### config.mk
export PLATFORM = sky130hd
export DESIGN_NAME = dechunker
export DESIGN_NICKNAME = d
export VERILOG_FILES = /design/src/rtl/chunk_pkg.sv /design/src/rtl/dechunker.sv
export SDC_FILE = /design/constraint.sdc
export NUM_CORES = 1
export LEC_CHECK = 0
export CORE_ASPECT_RATIO = 1.1
export CORE_MARGIN = 2
export CORE_UTILIZATION = 42
export CTS_CLUSTER_SIZE = 16
export DETAILED_ROUTE_END_ITERATION = 7
export PLACE_DENSITY = 0.8
export RECOVER_POWER = 25
export SLEW_MARGIN = 20
export SYNTH_ARGS = -nofsm -noshare
export SYNTH_HDL_FRONTEND = slang
export SYNTH_SLANG_ARGS = --single-unit
### constraint.sdc
create_clock -name clk -period 1.2 [get_ports clk]
set_input_delay 0.24 -clock clk [delete_from_list [all_inputs] [get_ports clk]]
set_output_delay 0.24 -clock clk [all_outputs]
set_load 0.05 [all_outputs]
### src/rtl/chunk_pkg.sv
// chunk_pkg: definitions shared by both ends of the chunked link so that they agree on chunk order and counter width
package chunk_pkg;
    // Returns the chunk counter width: at least 1 bit, so that L==M still elaborates.
    function automatic int chunk_cnt_w(input int l, input int m);
        return ($clog2(l / m) < 1) ? 1 : $clog2(l / m);
    endfunction
endpackage

### src/rtl/dechunker.sv
// dechunker: reassembles M-bit chunks (first chunk is the MSB) into L-bit words
//   clk      in  1  clock, rising edge
//   reset    in  1  asynchronous active-low reset
//   d        in  M  incoming chunk, sampled when valid
//   valid    in  1  d carries a chunk this cycle
//   sync     in  1  with valid: this chunk starts a new word
//   data_out out L  last completed word, held until the next word completes
//   strobe   out 1  one-cycle pulse when data_out updates
//   error    out 1  sticky: a partial word was dropped by sync
//   busy     out 1  a partial word is held
module dechunker
    import chunk_pkg::*;
#(
    parameter int L = 8,
    parameter int M = 2
) (
    input  logic         clk,
    input  logic         reset,
    input  logic [M-1:0] d,
    input  logic         valid,
    input  logic         sync,
    output logic [L-1:0] data_out,
    output logic         strobe,
    output logic         error,
    output logic         busy
);
    localparam int NR = L / M;
    localparam int CW = chunk_cnt_w(L, M);
    localparam logic [CW-1:0] CNT_LAST = CW'(NR - 1);
    // After a sync chunk the word holds one chunk, unless one chunk is a whole word.
    localparam logic [CW-1:0] CNT_SYNC = (NR == 1) ? '0 : CW'(1);

    if (L % M != 0) begin : g_bad_ratio
        $fatal(1, "dechunker: L must be a multiple of M");
    end

    logic [CW-1:0]  cnt_q, cnt_d;
    logic [L-1:0]   sr_q, sr_d;
    logic [L+M-1:0] shifted;
    logic           last, done;

    // Concatenate-then-truncate keeps the shift legal even when L==M.
    assign shifted = {sr_q, d};
    assign sr_d    = shifted[L-1:0];
    assign last    = (cnt_q == CNT_LAST);
    assign done    = valid && (sync ? (NR == 1) : last);
    assign cnt_d   = !valid ? cnt_q : sync ? CNT_SYNC : last ? '0 : cnt_q + CW'(1);

    always_ff @(posedge clk or negedge reset) begin
        if (!reset) begin
            cnt_q    <= '0;
            sr_q     <= '0;
            data_out <= '0;
            strobe   <= 1'b0;
            error    <= 1'b0;
            busy     <= 1'b0;
        end else begin
            cnt_q  <= cnt_d;
            strobe <= done;
            busy   <= (cnt_d != '0);
            if (valid) sr_q <= sr_d;
            if (done) data_out <= sr_d;
            if (valid && sync && cnt_q != '0) error <= 1'b1;
        end
    end
endmodule
==> results of run 1 <==
==> metal layers <==
metal	part of all wire [%]	wire length (um)
met1	41	563
met2	52	717
met3	4.6	63
met4	2.0	27
met5	0	0
==> repair_timing <==
item / in CTS / in global routing
hold endpoints to repair: 0 / 0
setup endpoints to repair: 5 / 9
buffers inserted: 0 / 0
pin swaps: 1 / 1
resized for setup: 6 / 1
gates cloned: 0 / 0
==> final timing paths <==
path | depth (start not counted) | end | slack, ns
max in group asynchronous | 2 | data_out[6] | 0.46
min in group clk | 1 | sr_q[4] | 0.52
hold reg to reg | 1 | sr_q[4] | 0.52
setup reg to reg | 4 | data_out[0] | -0.02
setup / recovery | 4 | data_out[0] | -0.02
hold / removal | 2 | data_out[5] | 0.42
==> worst max-delay path: stages, from the launching register on <==
cell and delay, ns:
dfrtp_1 0.40, ha_4 0.17, nand3b_4 0.13, inv_6 0.11, mux2_4 0.30
==> sequential cells by signal (all words and copies together) (netlist names) <==
register / count
data_out: 8
busy: 1
sr_q: 6
strobe: 1
error: 1
cnt_q: 2
==> cell type report <==
type,count,share of cell area [%]
clock inverter,1,0.442
clock buffer,3,1.99
inverter,4,1.77
multi-input combinational,25,26.1
tap,18,1.99
sequential,19,42.0
timing repair buffer,19,25.7
==> cells in the final DEF (no fill, tap or decap), types with 2 or more instances in the layout <==
master,instances
buf_12,11
buf_4,2
clkbuf_4,3
clkdlybuf4s50_1,4
dfrtp_1,19
ha_4,2
inv_1,3
mux2_2,10
mux2_4,4
==> report_power, final <==
group,total [uW],internal [uW],switching (uW),leakage (uW)
registers,1010,821,189,0.000223
clock network,308,124,184,0.0000177
logic,1430,753,675,0.000280
==> metrics by stage <==
step,area [um^2],setup slack [ns],std cells,total power [uW],setup TNS [ns]
2_1_floorplan,764,0.00760,49,1630,0
3_3_place_gp,1070,-0.246,85,2370,-3.58
3_5_place_dp,1070,-0.273,85,2400,-3.80
4_1_cts,1120,-0.0402,89,2770,-0.122
5_1_grt,1130,-0.0892,89,2880,-0.492
6_report,1130,-0.0236,89,2750,-0.0537
==> logic make-up (layout without fill, tap and decap cells) <==
family / count (synthesis) / after routing / synth area share (%)
fa+ha+maj: 2 / 2 / 3.29
compound gates: 4 / 4 / 3.95
simple gates: 5 / 5 / 5.60
buf+inv: 5 / 27 / 3.79
flops: 19 / 19 / 62.6
mux: 14 / 14 / 20.8
==> metrics.md, run 1 <==
| Metric | Value |
|---|---|
| Status | finished with violations |
| Violated checks | setup timing |
| Worst endpoint required time | 1.38 ns |
| Fin Clk Skew | 0.00593 ns |
| Top cells by area, synth | dfrtp_1 63%, mux2_2 21%, ha_1 3.3% |
| RSZ-0062 raised after global routing | true |
| DRT antenna net count | 0 |
| Post-synthesis sequential area ratio | 62.6% |
| Root buffer cell | clkbuf_4 |
| Lkg Pwr | around 0.00052 uW |
| Avg Vias per Cell | 5.15 |
| CTS Hold Buffers Added | 0 |
| Cell Pwr Density | 2430 mW/mm^2 |
| First-pass GRT wire length | 2420 um |
| Met1 Track Usage GR | 20.9% |
| Fraction of layout cells with a size suffix above 1 | 53.5% |
| Ys flop type | dfrtp_1 |
| Crit path from | cnt_q[0] |
| Syn_area_per_cell | about 15 um^2 |
| Distinct cells, synth | 15 |
| Via count | 458 |
| GR Util met2 | 23.2% |
| Ys Warns | 0 |
| CTS tree | done |
| Tmin final | 1.22 ns |
| Gpl congestion | approximately 0.73 |
| Period Utilization, post-route | 102% |
| DRC violations left | 0 |
| GRT overflow | 0 |
| Cts bufs inserted | 3 |
| Synth top cells by count | 19 x dfrtp_1, 14 x mux2_2, 3 x inv_1 |
| Starting DRT DRC Count | 9 |
| Area taken by flip-flops and latches | 475 um^2 |
| Max Clk Rate | 817 MHz |
| Peak VDD IR | 1.79 mV |
| Skew-Pair Late Insertion Delay | 0.29 ns |
| Max-cap violations | 0 |
| Max-slew violation count | 0 |
| Worst Tran Pin Value | 0.455 ns |
| Final setup fails | 4 |
| Leading area contributor after synthesis | dfrtp_1 |
| Async S/R FF share, synth | 100% |
| Die X | 44.5 um |
| Antenna cells | 0 |
| Final hold slack | 0.421 ns |
| Post-synth top area share | roughly 63% |
| RR Startpoint | cnt_q[0] |
| Met3 global-route usage | 2.61% |
| Area of the mapped netlist | 759 um^2 |
| Routed WL | 1370 um |
| Total Routing Usage GR | 15.6% |
| Area occupied by multi-input gates | 295 um^2 |
| I/O pins | 17 |
| Final hold violation count | 0 |
| Finished Core Util | 64.9% |
| Die Height | 48.6 um |
| Deepest clock path buffer count | 2 |
| Area Overhead vs Synth | 48.9% |
| Dpl hpwl | 994 um |
| Startpoint types | register |
| Most common cell in the netlist | dfrtp_1 |
| Drt wl/cell | ~15 um |
| Die area | 0.00216 mm^2 |
| Worst EP arrival | between 1 and 1.5 ns |
| HP Class | primary input to asynchronous set/reset pin |
| Max H-tree Level | 1 |
| Final net count | 80 |
| Vias in the first global route | roughly 520 |
| Core ar. | 0.00174 mm^2 |
| Global-route layer with the greatest usage | met2 |
| CTS Sinks | 19 |
| Rel. slew slack | 69.7% |
| Clock slew at reported path FFs | 0.10 ns |
| Starting Density | about 44% |
| Largest net degree at the start of global routing | 20 |
| Initial antenna violation count | 0 |
| Mapped Cells | 49 |
| Yosys reg bits | 19 |
| Fill count | 130 |
| Post-synth EDFFs | 0 |
| Largest fanout on the critical path | 5 |
| Worst setup margin | -0.0236 ns |
| Setup Crit Path Kind | register to register |
| Row Count | 16 |
| Pre-antenna DRT Iters | 4 |
| Port Buffers | 16 |
| Worst setup EP type | register |
| Syn Nets | 57 |
Power figures use the tool's default switching activity.
==> run 2, diff against run 1 <==
--- a/config.mk
+++ b/config.mk
@@ -5,12 +5,14 @@
 export SDC_FILE = /design/constraint.sdc
 export NUM_CORES = 1
 export LEC_CHECK = 0
+export CAP_MARGIN = 20
 export CORE_ASPECT_RATIO = 1.1
 export CORE_MARGIN = 2
-export CORE_UTILIZATION = 42
+export CORE_UTILIZATION = 47
 export CTS_CLUSTER_SIZE = 16
 export DETAILED_ROUTE_END_ITERATION = 7
-export PLACE_DENSITY = 0.8
+export MAX_ROUTING_LAYER = met4
+export PLACE_DENSITY = 0.84
 export RECOVER_POWER = 25
 export SLEW_MARGIN = 20
 export SYNTH_ARGS = -nofsm -noshare
==> constraint.sdc (replaced) <==
create_clock -name clk -period 1.25 [get_ports clk]
set_input_delay 0.25 -clock clk [delete_from_list [all_inputs] [get_ports clk]]
set_output_delay 0.25 -clock clk [all_outputs]
set_load 0.05 [all_outputs]
==> run 2 against run 1 <==
  * The flow still finishes with violations (setup timing)
  * Die area down 9.8%
  * Combinational power down 3%
  * Clock power down 3%
  * Sequential cell count unchanged
  * Total power down 3.2%
  * Final cell count up 3.4%
  * Cell area up 1.4%
  * Sequential power down 4%
  * Sequential share of layout area down 0.60 points
  * Critical path type unchanged
  * Critical endpoint is now data_out[5]
==> metrics.md, run 2 (same netlist as run 1, synthesis figures left out) <==
| Metric | Value |
|---|---|
| I/O pins | 17 (unchanged) |
| Net Switching | 1010 uW (was 1050 uW) |
| Max Clk Rate | 789 MHz (was 817 MHz) |
| Crit-path max cell delay | 0.39 ns (was 0.40 ns) |
| Final setup fails | 4 (unchanged) |
| Avg Vias per Cell | 5.13 (was 5.15) |
| Largest register FFs | 8 (unchanged) |
| Power share of the combinational group | 52.4% (was 52.0%) |
| Commonest non-fill, non-tap cell in the layout | dfrtp_1 (unchanged) |
| First-pass GRT wire length | 2130 um (was 2420 um) |
| Deepest clock path buffer count | 2 (unchanged) |
| Final hold violation count | 0 (unchanged) |
| Switch share | 38.1% (was 38.2%) |
| Worst setup EP type | register (unchanged) |
| Largest registers | data_out: 8 flops, sr_q: 6 flops, cnt_q: 2 flops (unchanged) |
| Startpoint types | register (unchanged) |
| Layout Cells excl Fill | 92 (was 89) |
| Seq pwr share | 36.3% (was 36.8%) |
| CP Depth | 4 (unchanged) |
| CP endpoint | data_out[5] (was data_out[0]) |
| Setup Crit Path Kind | register to register (unchanged) |
| Cell Pwr Density | 2320 mW/mm^2 (was 2430 mW/mm^2) |
| Starting Density | 49.3% (was 43.6%) |
| Worst endpoint required time | 1.44 ns (was 1.38 ns) |
| Slowest cell on crit path | dfrtp_1 (unchanged) |
| Status | finished with violations (unchanged) |
| Reg2reg path depth | 4 (unchanged) |
| Crit path buf inv count | 1 (unchanged) |
| GRT overflow | 0 (unchanged) |
| Via count | 472 (was 458) |
| Initial antenna violation count | 0 (unchanged) |
| HP Class | primary input to asynchronous set/reset pin (unchanged) |
| Skew-Pair Late Insertion Delay | 0.29 ns (about the same) |
| Crit path from | cnt_q[0] (unchanged) |
| RR Startpoint | cnt_q[0] (unchanged) |
| DRC violations left | 0 (unchanged) |
| R2r endpoint | data_out[5] (was data_out[0]) |
| CTS Sinks | 19 (unchanged) |
| Core ar. | 0.00154 mm^2 (was 0.00174 mm^2) |
| CP cell instances | ha_2 -> nand3b_4 -> buf_12 -> mux2_4 (was ha_4 -> nand3b_4 -> inv_6 -> mux2_4) |
| Routed WL | 1360 um (was 1370 um) |
| Tmin final | 1.27 ns (was 1.22 ns) |
| Total Routing Usage GR | 16.4% (was 15.6%) |
| Kind of cell adding the most delay to the critical path | flip-flops (unchanged) |
| Die Height | 46.2 um (was 48.6 um) |
| Lkg Pwr | 0.000553 uW (was 0.000521 uW) |
| Pre-antenna DRT Iters | 4 (unchanged) |
| Cts bufs inserted | 3 (unchanged) |
| Total Power | 2660 uW (was 2750 uW) |
| Placed cell count | 85 (unchanged) |
| Root buffer cell | clkbuf_4 (unchanged) |
| Vias in the first global route | 466 (was 523) |
| Dpl hpwl | 952 um (was 994 um) |
| Max-slew violation count | 0 (unchanged) |
| Starting DRT DRC Count | 5 (was 9) |
| CTS tree | done (unchanged) |
| Worst Tran Pin Value | 0.458 ns (was 0.455 ns) |
| Drt wl/cell | 14.8 um (was 15.4 um) |
| DRT antenna net count | 0 (unchanged) |
| Most frequent cells in the layout | 19 x dfrtp_1, 12 x buf_12, 10 x mux2_2 (was 19 x dfrtp_1, 11 x buf_12, 10 x mux2_2) |
| Int Power | 1640 uW (was 1700 uW) |
| Final net count | 84 (was 80) |
| Port Buffers | 16 (unchanged) |
| Fraction of layout cells with a size suffix above 1 | 56.0% (was 53.5%) |
| RSZ-0062 raised after global routing | true (unchanged) |
| Area Overhead vs Synth | 51.1% (was 48.9%) |
| Largest fanout on the critical path | 4 (was 5) |
| Period Utilization, post-route | 101% (was 102%) |
| Worst setup margin | -0.0167 ns (was -0.0236 ns) |
| R2r setup slk | -0.02 ns (about the same) |
| Die X | 42.3 um (was 44.5 um) |
| TNS Setup | -0.0415 ns (was -0.0537 ns) |
| Gpl congestion | 0.746 (was 0.734) |
| Peak VDD IR | 1.42 mV (was 1.79 mV) |
| Clock power share | 11.3% (was 11.2%) |
| Row Count | 15 (was 16) |
| Largest net degree at the start of global routing | 20 (unchanged) |
| Antenna cells | 0 (unchanged) |
| Clock slew at reported path FFs | 0.10 ns (about the same) |
| Most flop-heavy register | data_out (unchanged) |
| Max-cap violations | 0 (unchanged) |
| Die area | 0.00195 mm^2 (was 0.00216 mm^2) |
| Fin Clk Skew | 0.00138 ns (was 0.00593 ns) |
| Worst EP arrival | 1.45 ns (was 1.40 ns) |
| Violated checks | setup timing (unchanged) |
| Rel. slew slack | 69.5% (was 69.7%) |
| Max H-tree Level | 1 (unchanged) |
-- run 2: cell types whose count changed in the layout (fill, tap and decap cells not counted), sizes merged --
cell  delta
buf      +4
-- run 2: metrics by stage --
step           hold slack [ns]  worst slack (ns)  cell area [um^2]  utilization [%]
6_report                 0.428           -0.0167              1150             74.6
5_1_grt                  0.459           -0.0709              1150             74.6
4_1_cts                  0.276          -0.00664              1120             72.6
3_5_place_dp             0.493            -0.241              1080             70.2
3_3_place_gp             0.488            -0.218              1080             70.2
2_1_floorplan          -0.0456            0.0396               759                -
-- run 2: final cells by class --
type,instances,area [um^2]
inverters,4,17.5
clock inverters,1,5.00
flip-flops and latches,19,475
multi-input cells,25,273
clock buffers,3,22.5
fillers,97,392
well taps,17,21.3
repair buffers,23,333
-- run 2: timing repair --
action,4_1_cts,5_1_grt
setup buffers,1,2
pin swaps,1,2
gates resized for setup,1,6
endpoints found under the setup margin,8,9
hold buffers,0,0
-- run 2: layer usage --
layer	track usage (%)	share of wire (%)	up-vias
met5	-	0	-
met4	13.1	2.7	0
met3	3.53	3.8	4
met2	25.2	51	16
met1	18.8	42	233
li1	-	-	219
-- run 2: worst min path at each step --
stage / endpoint / slack (ns) / depth (start not counted)
finish: error / 0.43 / 2
floorplan: busy / -0.05 / 0
detailed placement: data_out[6] / 0.49 / 1
global route: data_out[1] / 0.46 / 2
global placement: data_out[6] / 0.49 / 1
CTS: strobe / 0.28 / 2
-- run 2: power groups by stage --
stage | combinational, uW | sequential, uW | clock [uW]
after detailed placement | 1330 | 970 | 0
after global placement | 1310 | 966 | 0
final | 1390 | 966 | 300
after global routing | 1440 | 988 | 350
after CTS | 1340 | 959 | 318
after floorplan | 201 | 1360 | 0
==> run 3, diff against run 2 <==
--- a/config.mk
+++ b/config.mk
@@ -14,7 +14,6 @@
 export MAX_ROUTING_LAYER = met4
 export PLACE_DENSITY = 0.84
 export RECOVER_POWER = 25
-export SLEW_MARGIN = 20
 export SYNTH_ARGS = -nofsm -noshare
 export SYNTH_HDL_FRONTEND = slang
 export SYNTH_SLANG_ARGS = --single-unit
==> results of run 3 <==
No change in the layout: final DEF, timing and power equal those of run 2.
